### src/rtl/fp_add_pipe_if.sv
// Operand/result bus for the pipelined floating-point adder.
//   valid_i/ready_o : operand handshake (issue side -> adder)
//   sa/ea/ma, sb/eb/mb : operand a/b sign, exponent, stored mantissa
//   valid_o/ready_i : result handshake (adder -> writeback side)
//   sc/ec/mc, flags_o : result fields and {invalid, overflow, inexact}
// master = operand issuer / result consumer, slave = the adder.
interface fp_add_pipe_if #(
  parameter int unsigned E = 8,
  parameter int unsigned M = 7
);
  logic         valid_i;
  logic         ready_o;
  logic         sa_i;
  logic [E-1:0] ea_i;
  logic [M-1:0] ma_i;
  logic         sb_i;
  logic [E-1:0] eb_i;
  logic [M-1:0] mb_i;
  logic         valid_o;
  logic         ready_i;
  logic         sc_o;
  logic [E-1:0] ec_o;
  logic [M-1:0] mc_o;
  logic [2:0]   flags_o;

  modport master (
    output valid_i, sa_i, ea_i, ma_i, sb_i, eb_i, mb_i, ready_i,
    input  ready_o, valid_o, sc_o, ec_o, mc_o, flags_o
  );

  modport slave (
    input  valid_i, sa_i, ea_i, ma_i, sb_i, eb_i, mb_i, ready_i,
    output ready_o, valid_o, sc_o, ec_o, mc_o, flags_o
  );
endinterface

### src/rtl/fp_add_pipe.sv
// Pipelined floating-point adder c = a + b with generic exponent/mantissa
// widths (default bfloat16), round-to-nearest-even, flush-to-zero for
// subnormals and IEEE-style special values.
// Ports:
//   clk    : clock, all state on rising edge
//   nreset : asynchronous active-low reset
//   bus    : fp_add_pipe_if.slave -- operand handshake in, result handshake out
// Pipeline: S1 classify/swap/align, S2 add/subtract + leading-zero count,
// S3 normalise/round/pack into the output registers. Latency 3, one result
// per cycle; every stage advances together when the output is free.
module fp_add_pipe #(
  parameter int unsigned E = 8,
  parameter int unsigned M = 7
) (
  input  logic         clk,
  input  logic         nreset,
  fp_add_pipe_if.slave bus
);

  localparam int unsigned W_EXT = M + 4;            // hidden + mantissa + guard/round/sticky
  localparam int unsigned W_SUM = M + 5;            // W_EXT plus carry
  localparam int unsigned W_SH  = 2 * W_EXT;        // alignment window incl. shifted-out half
  localparam int unsigned W_LZ  = $clog2(W_SUM + 1);
  localparam int unsigned W_DX  = E + 1;            // exponent difference, no wrap
  localparam int unsigned W_XP  = E + 2;            // signed exponent during normalisation
  localparam int unsigned EMAX  = (1 << E) - 1;

  // ---------------------------------------------------------------------------
  // Pipeline registers
  // ---------------------------------------------------------------------------
  logic             s1_valid, s1_nan, s1_inv, s1_inf, s1_inf_sgn;
  logic             s1_sub, s1_sx, s1_zsgn;
  logic [E-1:0]     s1_ex;
  logic [W_EXT-1:0] s1_x, s1_y;

  logic             s2_valid, s2_nan, s2_inv, s2_inf, s2_inf_sgn;
  logic             s2_sx, s2_zsgn;
  logic [E-1:0]     s2_ex;
  logic [W_SUM-1:0] s2_sum;
  logic [W_LZ-1:0]  s2_lz;

  logic             valid_q, sc_q;
  logic [E-1:0]     ec_q;
  logic [M-1:0]     mc_q;
  logic [2:0]       fl_q;

  // All stages move together whenever the output register is empty or drained.
  logic adv;
  assign adv         = ~valid_q | bus.ready_i;
  assign bus.ready_o = adv;

  assign bus.valid_o = valid_q;
  assign bus.sc_o    = sc_q;
  assign bus.ec_o    = ec_q;
  assign bus.mc_o    = mc_q;
  assign bus.flags_o = fl_q;

  // ---------------------------------------------------------------------------
  // S1: classify, order by magnitude, align the smaller operand
  // ---------------------------------------------------------------------------
  logic             a_zero, b_zero, a_nan, b_nan, a_inf, b_inf, a_snan, b_snan;
  logic             inf_clash, a_ge;
  logic             spec_nan_c, spec_inv_c, spec_inf_c, spec_sgn_c;
  logic [M-1:0]     ma_f, mb_f, mx_c, my_c;
  logic [E-1:0]     ex_c, ey_c;
  logic             sx_c, sub_c, zsgn_c, x_nz, y_nz;
  logic [W_DX-1:0]  ediff_c, shamt_c;
  logic [W_SH-1:0]  y_wide_c;
  logic [W_EXT-1:0] x_ext_c, y_al_c;

  always_comb begin
    a_zero    = (bus.ea_i == '0);
    b_zero    = (bus.eb_i == '0);
    a_nan     = (&bus.ea_i) & (|bus.ma_i);
    b_nan     = (&bus.eb_i) & (|bus.mb_i);
    a_inf     = (&bus.ea_i) & ~(|bus.ma_i);
    b_inf     = (&bus.eb_i) & ~(|bus.mb_i);
    a_snan    = a_nan & ~bus.ma_i[M-1];
    b_snan    = b_nan & ~bus.mb_i[M-1];
    inf_clash = a_inf & b_inf & (bus.sa_i ^ bus.sb_i);

    spec_nan_c = a_nan | b_nan | inf_clash;
    spec_inv_c = a_snan | b_snan | inf_clash;
    spec_inf_c = (a_inf | b_inf) & ~spec_nan_c;
    spec_sgn_c = a_inf ? bus.sa_i : bus.sb_i;

    // Subnormal inputs are read as signed zero.
    ma_f = a_zero ? '0 : bus.ma_i;
    mb_f = b_zero ? '0 : bus.mb_i;

    // x is the larger magnitude; ties keep a as x.
    a_ge = ({bus.ea_i, ma_f} >= {bus.eb_i, mb_f});
    sx_c = a_ge ? bus.sa_i : bus.sb_i;
    ex_c = a_ge ? bus.ea_i : bus.eb_i;
    mx_c = a_ge ? ma_f     : mb_f;
    ey_c = a_ge ? bus.eb_i : bus.ea_i;
    my_c = a_ge ? mb_f     : ma_f;
    x_nz = |ex_c;
    y_nz = |ey_c;

    sub_c  = bus.sa_i ^ bus.sb_i;
    zsgn_c = ~sub_c & bus.sa_i;   // exact cancellation gives +0, like-signed zeros keep sign

    // Past W_EXT the whole of y lands in the lower half and becomes sticky only.
    ediff_c  = W_DX'(ex_c) - W_DX'(ey_c);
    shamt_c  = (ediff_c > W_DX'(W_EXT)) ? W_DX'(W_EXT) : ediff_c;
    y_wide_c = {y_nz, my_c, 3'b000, W_EXT'(0)} >> shamt_c;
    y_al_c   = {y_wide_c[W_SH-1:W_EXT+1], y_wide_c[W_EXT] | (|y_wide_c[W_EXT-1:0])};
    x_ext_c  = {x_nz, mx_c, 3'b000};
  end

  // ---------------------------------------------------------------------------
  // S2: magnitude add/subtract and leading-zero count
  // ---------------------------------------------------------------------------
  logic [W_SUM-1:0] sum_c;
  logic [W_LZ-1:0]  lz_c;

  always_comb begin
    sum_c = s1_sub ? ({1'b0, s1_x} - {1'b0, s1_y}) : ({1'b0, s1_x} + {1'b0, s1_y});
    lz_c  = W_LZ'(W_SUM);
    for (int unsigned i = 0; i < W_SUM; i++) begin
      if (sum_c[i]) lz_c = W_LZ'(W_SUM - 1 - i);
    end
  end

  // ---------------------------------------------------------------------------
  // S3: normalise, round to nearest even, range check, special override
  // ---------------------------------------------------------------------------
  logic [W_SUM-1:0] norm_c;
  logic [M-1:0]     mant_c;
  logic [M:0]       mant_r;
  logic [W_XP-1:0]  exp_r;
  logic             grd, rnd, stk, rnd_up, is_zero, uflow, oflow;
  logic             sc_c;
  logic [E-1:0]     ec_c;
  logic [M-1:0]     mc_c;
  logic [2:0]       fl_c;

  always_comb begin
    // Leading one moves to the top bit; a zero sum stays all zero.
    norm_c  = s2_sum << s2_lz;
    is_zero = ~norm_c[W_SUM-1];
    mant_c  = norm_c[W_SUM-2 -: M];
    grd     = norm_c[3];
    rnd     = norm_c[2];
    stk     = |norm_c[1:0];
    rnd_up  = grd & (rnd | stk | mant_c[0]);
    mant_r  = {1'b0, mant_c} + (M+1)'(rnd_up);
    // Mantissa carry-out leaves mant_r[M-1:0] all zero, so only the exponent moves.
    exp_r   = W_XP'(s2_ex) + W_XP'(1) - W_XP'(s2_lz) + W_XP'(mant_r[M]);
    uflow   = exp_r[W_XP-1] | (exp_r == '0);
    oflow   = ~exp_r[W_XP-1] & (exp_r >= W_XP'(EMAX));

    sc_c = s2_sx;
    ec_c = exp_r[E-1:0];
    mc_c = mant_r[M-1:0];
    fl_c = {2'b00, grd | rnd | stk};

    if (s2_nan) begin
      sc_c      = 1'b0;
      ec_c      = '1;
      mc_c      = '0;
      mc_c[M-1] = 1'b1;
      fl_c      = {s2_inv, 2'b00};
    end else if (s2_inf) begin
      sc_c = s2_inf_sgn;
      ec_c = '1;
      mc_c = '0;
      fl_c = 3'b000;
    end else if (is_zero) begin
      sc_c = s2_zsgn;
      ec_c = '0;
      mc_c = '0;
      fl_c = 3'b000;
    end else if (uflow) begin
      ec_c = '0;
      mc_c = '0;
      fl_c = 3'b001;
    end else if (oflow) begin
      ec_c = '1;
      mc_c = '0;
      fl_c = 3'b011;
    end
  end

  // ---------------------------------------------------------------------------
  // Stage registers; a stalled output freezes the whole pipe
  // ---------------------------------------------------------------------------
  always_ff @(posedge clk or negedge nreset) begin
    if (!nreset) begin
      s1_valid   <= 1'b0;
      s1_nan     <= 1'b0;
      s1_inv     <= 1'b0;
      s1_inf     <= 1'b0;
      s1_inf_sgn <= 1'b0;
      s1_sub     <= 1'b0;
      s1_sx      <= 1'b0;
      s1_zsgn    <= 1'b0;
      s1_ex      <= '0;
      s1_x       <= '0;
      s1_y       <= '0;
      s2_valid   <= 1'b0;
      s2_nan     <= 1'b0;
      s2_inv     <= 1'b0;
      s2_inf     <= 1'b0;
      s2_inf_sgn <= 1'b0;
      s2_sx      <= 1'b0;
      s2_zsgn    <= 1'b0;
      s2_ex      <= '0;
      s2_sum     <= '0;
      s2_lz      <= '0;
      valid_q    <= 1'b0;
      sc_q       <= 1'b0;
      ec_q       <= '0;
      mc_q       <= '0;
      fl_q       <= 3'b000;
    end else if (adv) begin
      s1_valid   <= bus.valid_i;
      s1_nan     <= spec_nan_c;
      s1_inv     <= spec_inv_c;
      s1_inf     <= spec_inf_c;
      s1_inf_sgn <= spec_sgn_c;
      s1_sub     <= sub_c;
      s1_sx      <= sx_c;
      s1_zsgn    <= zsgn_c;
      s1_ex      <= ex_c;
      s1_x       <= x_ext_c;
      s1_y       <= y_al_c;

      s2_valid   <= s1_valid;
      s2_nan     <= s1_nan;
      s2_inv     <= s1_inv;
      s2_inf     <= s1_inf;
      s2_inf_sgn <= s1_inf_sgn;
      s2_sx      <= s1_sx;
      s2_zsgn    <= s1_zsgn;
      s2_ex      <= s1_ex;
      s2_sum     <= sum_c;
      s2_lz      <= lz_c;

      valid_q    <= s2_valid;
      if (s2_valid) begin
        sc_q <= sc_c;
        ec_q <= ec_c;
        mc_q <= mc_c;
        fl_q <= fl_c;
      end
    end
  end

endmodule

### src/flat_wrapper.sv
// flat-port wrapper written by rule: the top's interface ports become plain ports
module fp_add_pipe_flat 
#(
  parameter int unsigned E = 8,
  parameter int unsigned M = 7
)
  (clk, nreset, bus_valid_i, bus_sa_i, bus_ea_i, bus_ma_i, bus_sb_i, bus_eb_i, bus_mb_i, bus_ready_i, bus_ready_o, bus_valid_o, bus_sc_o, bus_ec_o, bus_mc_o, bus_flags_o);
  fp_add_pipe_if #(.E(E), .M(M)) bus_i ();
  input  logic clk;
  input  logic nreset;
  input wire logic [$bits(bus_i.valid_i)-1:0] bus_valid_i;
  input wire logic [$bits(bus_i.sa_i)-1:0] bus_sa_i;
  input wire logic [$bits(bus_i.ea_i)-1:0] bus_ea_i;
  input wire logic [$bits(bus_i.ma_i)-1:0] bus_ma_i;
  input wire logic [$bits(bus_i.sb_i)-1:0] bus_sb_i;
  input wire logic [$bits(bus_i.eb_i)-1:0] bus_eb_i;
  input wire logic [$bits(bus_i.mb_i)-1:0] bus_mb_i;
  input wire logic [$bits(bus_i.ready_i)-1:0] bus_ready_i;
  output wire logic [$bits(bus_i.ready_o)-1:0] bus_ready_o;
  output wire logic [$bits(bus_i.valid_o)-1:0] bus_valid_o;
  output wire logic [$bits(bus_i.sc_o)-1:0] bus_sc_o;
  output wire logic [$bits(bus_i.ec_o)-1:0] bus_ec_o;
  output wire logic [$bits(bus_i.mc_o)-1:0] bus_mc_o;
  output wire logic [$bits(bus_i.flags_o)-1:0] bus_flags_o;
  assign bus_i.valid_i = bus_valid_i;
  assign bus_i.sa_i = bus_sa_i;
  assign bus_i.ea_i = bus_ea_i;
  assign bus_i.ma_i = bus_ma_i;
  assign bus_i.sb_i = bus_sb_i;
  assign bus_i.eb_i = bus_eb_i;
  assign bus_i.mb_i = bus_mb_i;
  assign bus_i.ready_i = bus_ready_i;
  assign bus_ready_o = bus_i.ready_o;
  assign bus_valid_o = bus_i.valid_o;
  assign bus_sc_o = bus_i.sc_o;
  assign bus_ec_o = bus_i.ec_o;
  assign bus_mc_o = bus_i.mc_o;
  assign bus_flags_o = bus_i.flags_o;
  fp_add_pipe #(.E(E), .M(M)) u_core (.clk(clk), .nreset(nreset), .bus(bus_i));
endmodule
### config.mk
export PLATFORM = sky130hd
export DESIGN_NAME = fp_add_pipe_flat
export DESIGN_NICKNAME = d
export VERILOG_FILES = /design/src/rtl/fp_add_pipe_if.sv /design/src/rtl/fp_add_pipe.sv /design/src/flat_wrapper.sv
export SDC_FILE = /design/constraint.sdc
export NUM_CORES = 1
export LEC_CHECK = 0
export ABC_CLOCK_PERIOD_IN_PS = 9800
export BUFFER_PORTS_ARGS = -buffer_cell sky130_fd_sc_hd__buf_2
export CORE_ASPECT_RATIO = 0.8
export CORE_MARGIN = 2
export CORE_UTILIZATION = 45
export CTS_CLUSTER_DIAMETER = 60
export DETAILED_ROUTE_END_ITERATION = 10
export PLACE_DENSITY_LB_ADDON = 0.05
export SETUP_SLACK_MARGIN = 0.2
export SYNTH_ARGS = -nofsm -noshare
export SYNTH_HDL_FRONTEND = slang
export SYNTH_SLANG_ARGS = --single-unit
export TNS_END_PERCENT = 30
### constraint.sdc
create_clock -name clk -period 9.8 [get_ports clk]
set_input_delay 1.96 -clock clk [delete_from_list [all_inputs] [get_ports clk]]
set_output_delay 1.96 -clock clk [all_outputs]
set_load 0.05 [all_outputs]
==> summary.md <==
| Metric | Value |
|---|---|
| Routed WL | 19.90 mm |
| Via Count | 6728 |
| Root buffer cell | clkbuf_16 |
| Pwr Density | 284.8 mW/mm^2 |
| Status | complete, no violations |
| Buffer count from post-CTS setup fixing | 0 |
| Sw Pwr | 1.104 mW |
| Hold Crit Class | flip-flop to flip-flop |
| Vias per cell | 5.755 |
| Starting Density | 0.4569 |
| P&R area growth vs syn | 9.363% |
| Clk slew on worst S/H paths | 70 ps |
| Sequential share of power | 0.255 |
| Initial antenna violation count | 0 |
| Number of enable flip-flop cells after synthesis | 0 |
| Total Routing Usage GR | 0.2391 |
| Leak | 3.585 nW |
| Skew final | 7.509 ps |
| DR pass1 iterations | 7 |
| N_diodes | 0 |
| CP arrival | 8250 ps |
| Max Root-Sink Buffers | 2 |
| Num ports | 57 |
| First-pass GRT wire length | 32.88 mm |
| Top FF cell, synth | dfrtp_1 |
| Post-synthesis cell area | 0.007149 mm^2 |
| Routability Congestion | 0.8965 |
| Post-Syn Instances | 922 |
| Met1 Use GR | 0.3473 |
| Cts repair resizes | 0 |
| Final setup fails | 0 |
| Clock group share of total power | 0.147 |
| DR DRC count | 0 |
| Largest net degree at the start of global routing | 73 |
| DR WL/cell | 17.02 um |
| Final count of pins violating max slew | 0 |
| Pre-CTS setup slack | 1570 ps |
| Final hold violation count | 0 |
| DIE AREA | 0.01692 mm^2 |
| Clock sinks | 86 |
| Slew margin rel. | 0.3981 |
| Row count | 41 |
| GRT overflow | 0 |
| CP required | 10060 ps |
| Vias in the first global route | 6478 |
| Die height | 116.7 um |
| Top Usage Layer GRT | met2 |
| Hold_buf cts | 0 |
| Skew-Pair Late Insertion Delay | 340 ps |
| DR iter-0 viols | 465 |
| Syn. warnings | 0 |
| Syn_nets | 1010 |
| Max VDD drop | 158.4 uV |
| Clock buffer count from CTS | 9 |
| Type of the worst setup path | input port to flip-flop |
| Seq/Total Area, Yosys | 0.3010 |
| FMAX | 0.1252 GHz |
| Filler cells | 1542 |
| Nets | 1037 |
| Switch share | 0.4960 |
| Flops & latches, synth | 86 |
| Gate power share | 0.598 |
| Syn avg cell area | 7.754 um^2 |
| RSZ-0062 raised after global routing | false |
| Met2 GRT Util | 0.3775 |
| Core footprint | 0.01565 mm^2 |
| Dpl cell area | 0.007538 mm^2 |
| Grt met3 use | 0.03555 |
| Worst setup margin | 1814 ps |
| Port Buffer Count | 56 |
| Hold Worst Slack | 466.6 ps |
| H-tree Lvls | 3 |
| Internal power | 1.122 mW |
| TritonCTS clock tree | yes |
| Startpoint Class | input port |
| Final Cycle Share | 0.8149 |
| CP Capture Type | flip-flop |
| Setup_tns | 0 ps |
| Layout cell share with drive strength beyond 1 | 0.1122 |
| Post-synth ARST share | 1.000 |
| Final Critical Period | 7986 ps |
| Antenna viol nets, final | 0 |
| DP HPWL | 15.31 mm |
| Max Cap Violations | 0 |
| CP Max Fanout | 40 |
| Synth unique cells | 78 |
| Slew at the pin closest to its max-slew limit | 896.4 ps |
| Die X | 144.9 um |
| Final instance area | 0.007819 mm^2 |
==> synth_stat cells, types with 13 or more instances <==
| cell type | instances | share of area |
|---|---|---|
| nand2_1 | 165 | 0.087 |
| nor2_1 | 95 | 0.050 |
| dfrtp_1 | 86 | 0.30 |
| a21oi_1 | 79 | 0.055 |
| inv_1 | 55 | 0.029 |
| ha_1 | 50 | 0.088 |
| o21ai_0 | 49 | 0.034 |
| clkbuf_1 | 29 | 0.015 |
| mux2i_1 | 25 | 0.035 |
| nand3_1 | 22 | 0.015 |
| xnor2_1 | 20 | 0.025 |
| nor3_1 | 18 | 0.013 |
| nor4_1 | 13 | 0.011 |
==> power by group through the flow <==
| stage | registers, mW | clock network [mW] | logic (mW) |
|---|---|---|---|
| 5_1_grt | 0.585 | 0.352 | 1.49 |
| 3_5_place_dp | 0.573 | 0 | 1.32 |
| 4_1_cts | 0.566 | 0.334 | 1.33 |
| 3_3_place_gp | 0.568 | 0 | 1.30 |
| 2_1_floorplan | 0.655 | 0 | 0.937 |
| 6_report | 0.567 | 0.327 | 1.33 |
==> path summary, 6_finish.rpt <==
check                                                 endpoint  slack (ps)  cells after the start                   startpoint
min in group asynchronous          u_core.s1_ex[7]$_DFFE_PN0N_        1590                      1                       nreset
worst max register to register  u_core.bus.mc_o[0]$_DFFE_PN0P_        3920                     23  u_core.s2_lz[0]$_DFFE_PN0N_
worst min register to register      u_core.s1_zsgn$_DFFE_PN0N_         470                      2   u_core.s1_zsgn$_DFFE_PN0N_
max in group asynchronous           u_core.s1_y[6]$_DFFE_PN0N_        7190                      2                       nreset
worst min-delay path                u_core.s1_zsgn$_DFFE_PN0N_         470                      2   u_core.s1_zsgn$_DFFE_PN0N_
worst max-delay path                u_core.s1_y[0]$_DFFE_PN0N_        1810                     23                  bus_ea_i[3]
==> layout make-up <==
class	instances	area, um^2	area share
multi-input combinational	735	4587	0.5867
sequential	86	2152	0.2752
timing repair buffer	61	320.3	0.04097
tap	215	269.0	0.03441
clock buffer	9	225.2	0.02880
inverter	56	210.2	0.02688
clock inverter	7	55.05	0.007041
==> state kept, by name, indices dropped and copies added (netlist names), 3 cells and up <==
signal / flops
u_core.bus.ec_o: 8
u_core.bus.flags_o: 3
u_core.bus.mc_o: 7
u_core.s1_ex: 8
u_core.s1_x: 8
u_core.s1_y: 11
u_core.s2_ex: 8
u_core.s2_lz: 4
u_core.s2_sum: 12
==> cell families (layout without fill, tap and decap cells) <==
family | after synthesis | in the layout | synth area share
AO/OA/AOI/OAI | 248 | 248 | 0.2273
XOR/XNOR | 32 | 32 | 0.03920
adder cells (fa/ha/maj) | 52 | 52 | 0.09310
buffers and inverters | 101 | 133 | 0.05845
flip-flops | 86 | 86 | 0.3010
multiplexers | 33 | 33 | 0.04813
AND/OR/NAND/NOR | 370 | 370 | 0.2328
==> per-stage QoR <==
stage | cells | power (mW) | utilization
after detailed placement | 1153 | 1.894 | 0.4818
after global placement | 1153 | 1.872 | 0.4818
after floorplan | 922 | 1.592 | -
final | 1169 | 2.226 | 0.4997
after global routing | 1169 | 2.428 | 0.4997
after CTS | 1169 | 2.228 | 0.4997
==> critical path, cell delays in order <==
cell,delay (ps)
buf_2,130
nor4_1,330
nand2_1,290
and2_1,290
ha_1,330
a21oi_1,150
o21ai_0,150
o21ai_1,480
nand2_2,620
mux2i_1,340
ha_1,230
nand3_1,120
nand3_1,130
nor3_1,50
a41oi_1,350
o2111a_1,250
a211oi_1,70
a2111oi_2,580
nand2_1,390
a221o_1,450
a21o_1,180
a41oi_1,190
a2bb2oi_1,180
==> placed cells by master, fill, tap and decap left out, types with 4 or more instances in the layout <==
| cell | n |
|---|---|
| nand2_1 | 165 |
| nor2_1 | 95 |
| dfrtp_1 | 86 |
| a21oi_1 | 79 |
| inv_1 | 55 |
| buf_2 | 55 |
| ha_1 | 50 |
| o21ai_0 | 49 |
| mux2i_1 | 25 |
| nand3_1 | 22 |
| xnor2_1 | 20 |
| nor3_1 | 18 |
| nor4_1 | 13 |
| xor2_1 | 12 |
| a21o_1 | 12 |
| nand4_1 | 10 |
| o22ai_1 | 10 |
| o21bai_1 | 10 |
| o22a_1 | 9 |
| clkbuf_16 | 9 |
| or3_1 | 8 |
| nand2b_1 | 8 |
| mux2_2 | 7 |
| and2_1 | 6 |
| a211oi_1 | 6 |
| o21a_1 | 6 |
| buf_4 | 6 |
| nor2b_1 | 5 |
| a31oi_1 | 5 |
| o31ai_1 | 5 |
| o21ai_1 | 4 |
| a211o_1 | 4 |
| a22oi_1 | 4 |
| a41oi_1 | 4 |
| o211ai_1 | 4 |
==> layer usage <==
layer	wire length, um	vias up
li1	-	3307
met4	278	0
met1	10140	3235
met5	0	-
met3	882	23
met2	8595	163
Power figures use the tool's default switching activity.
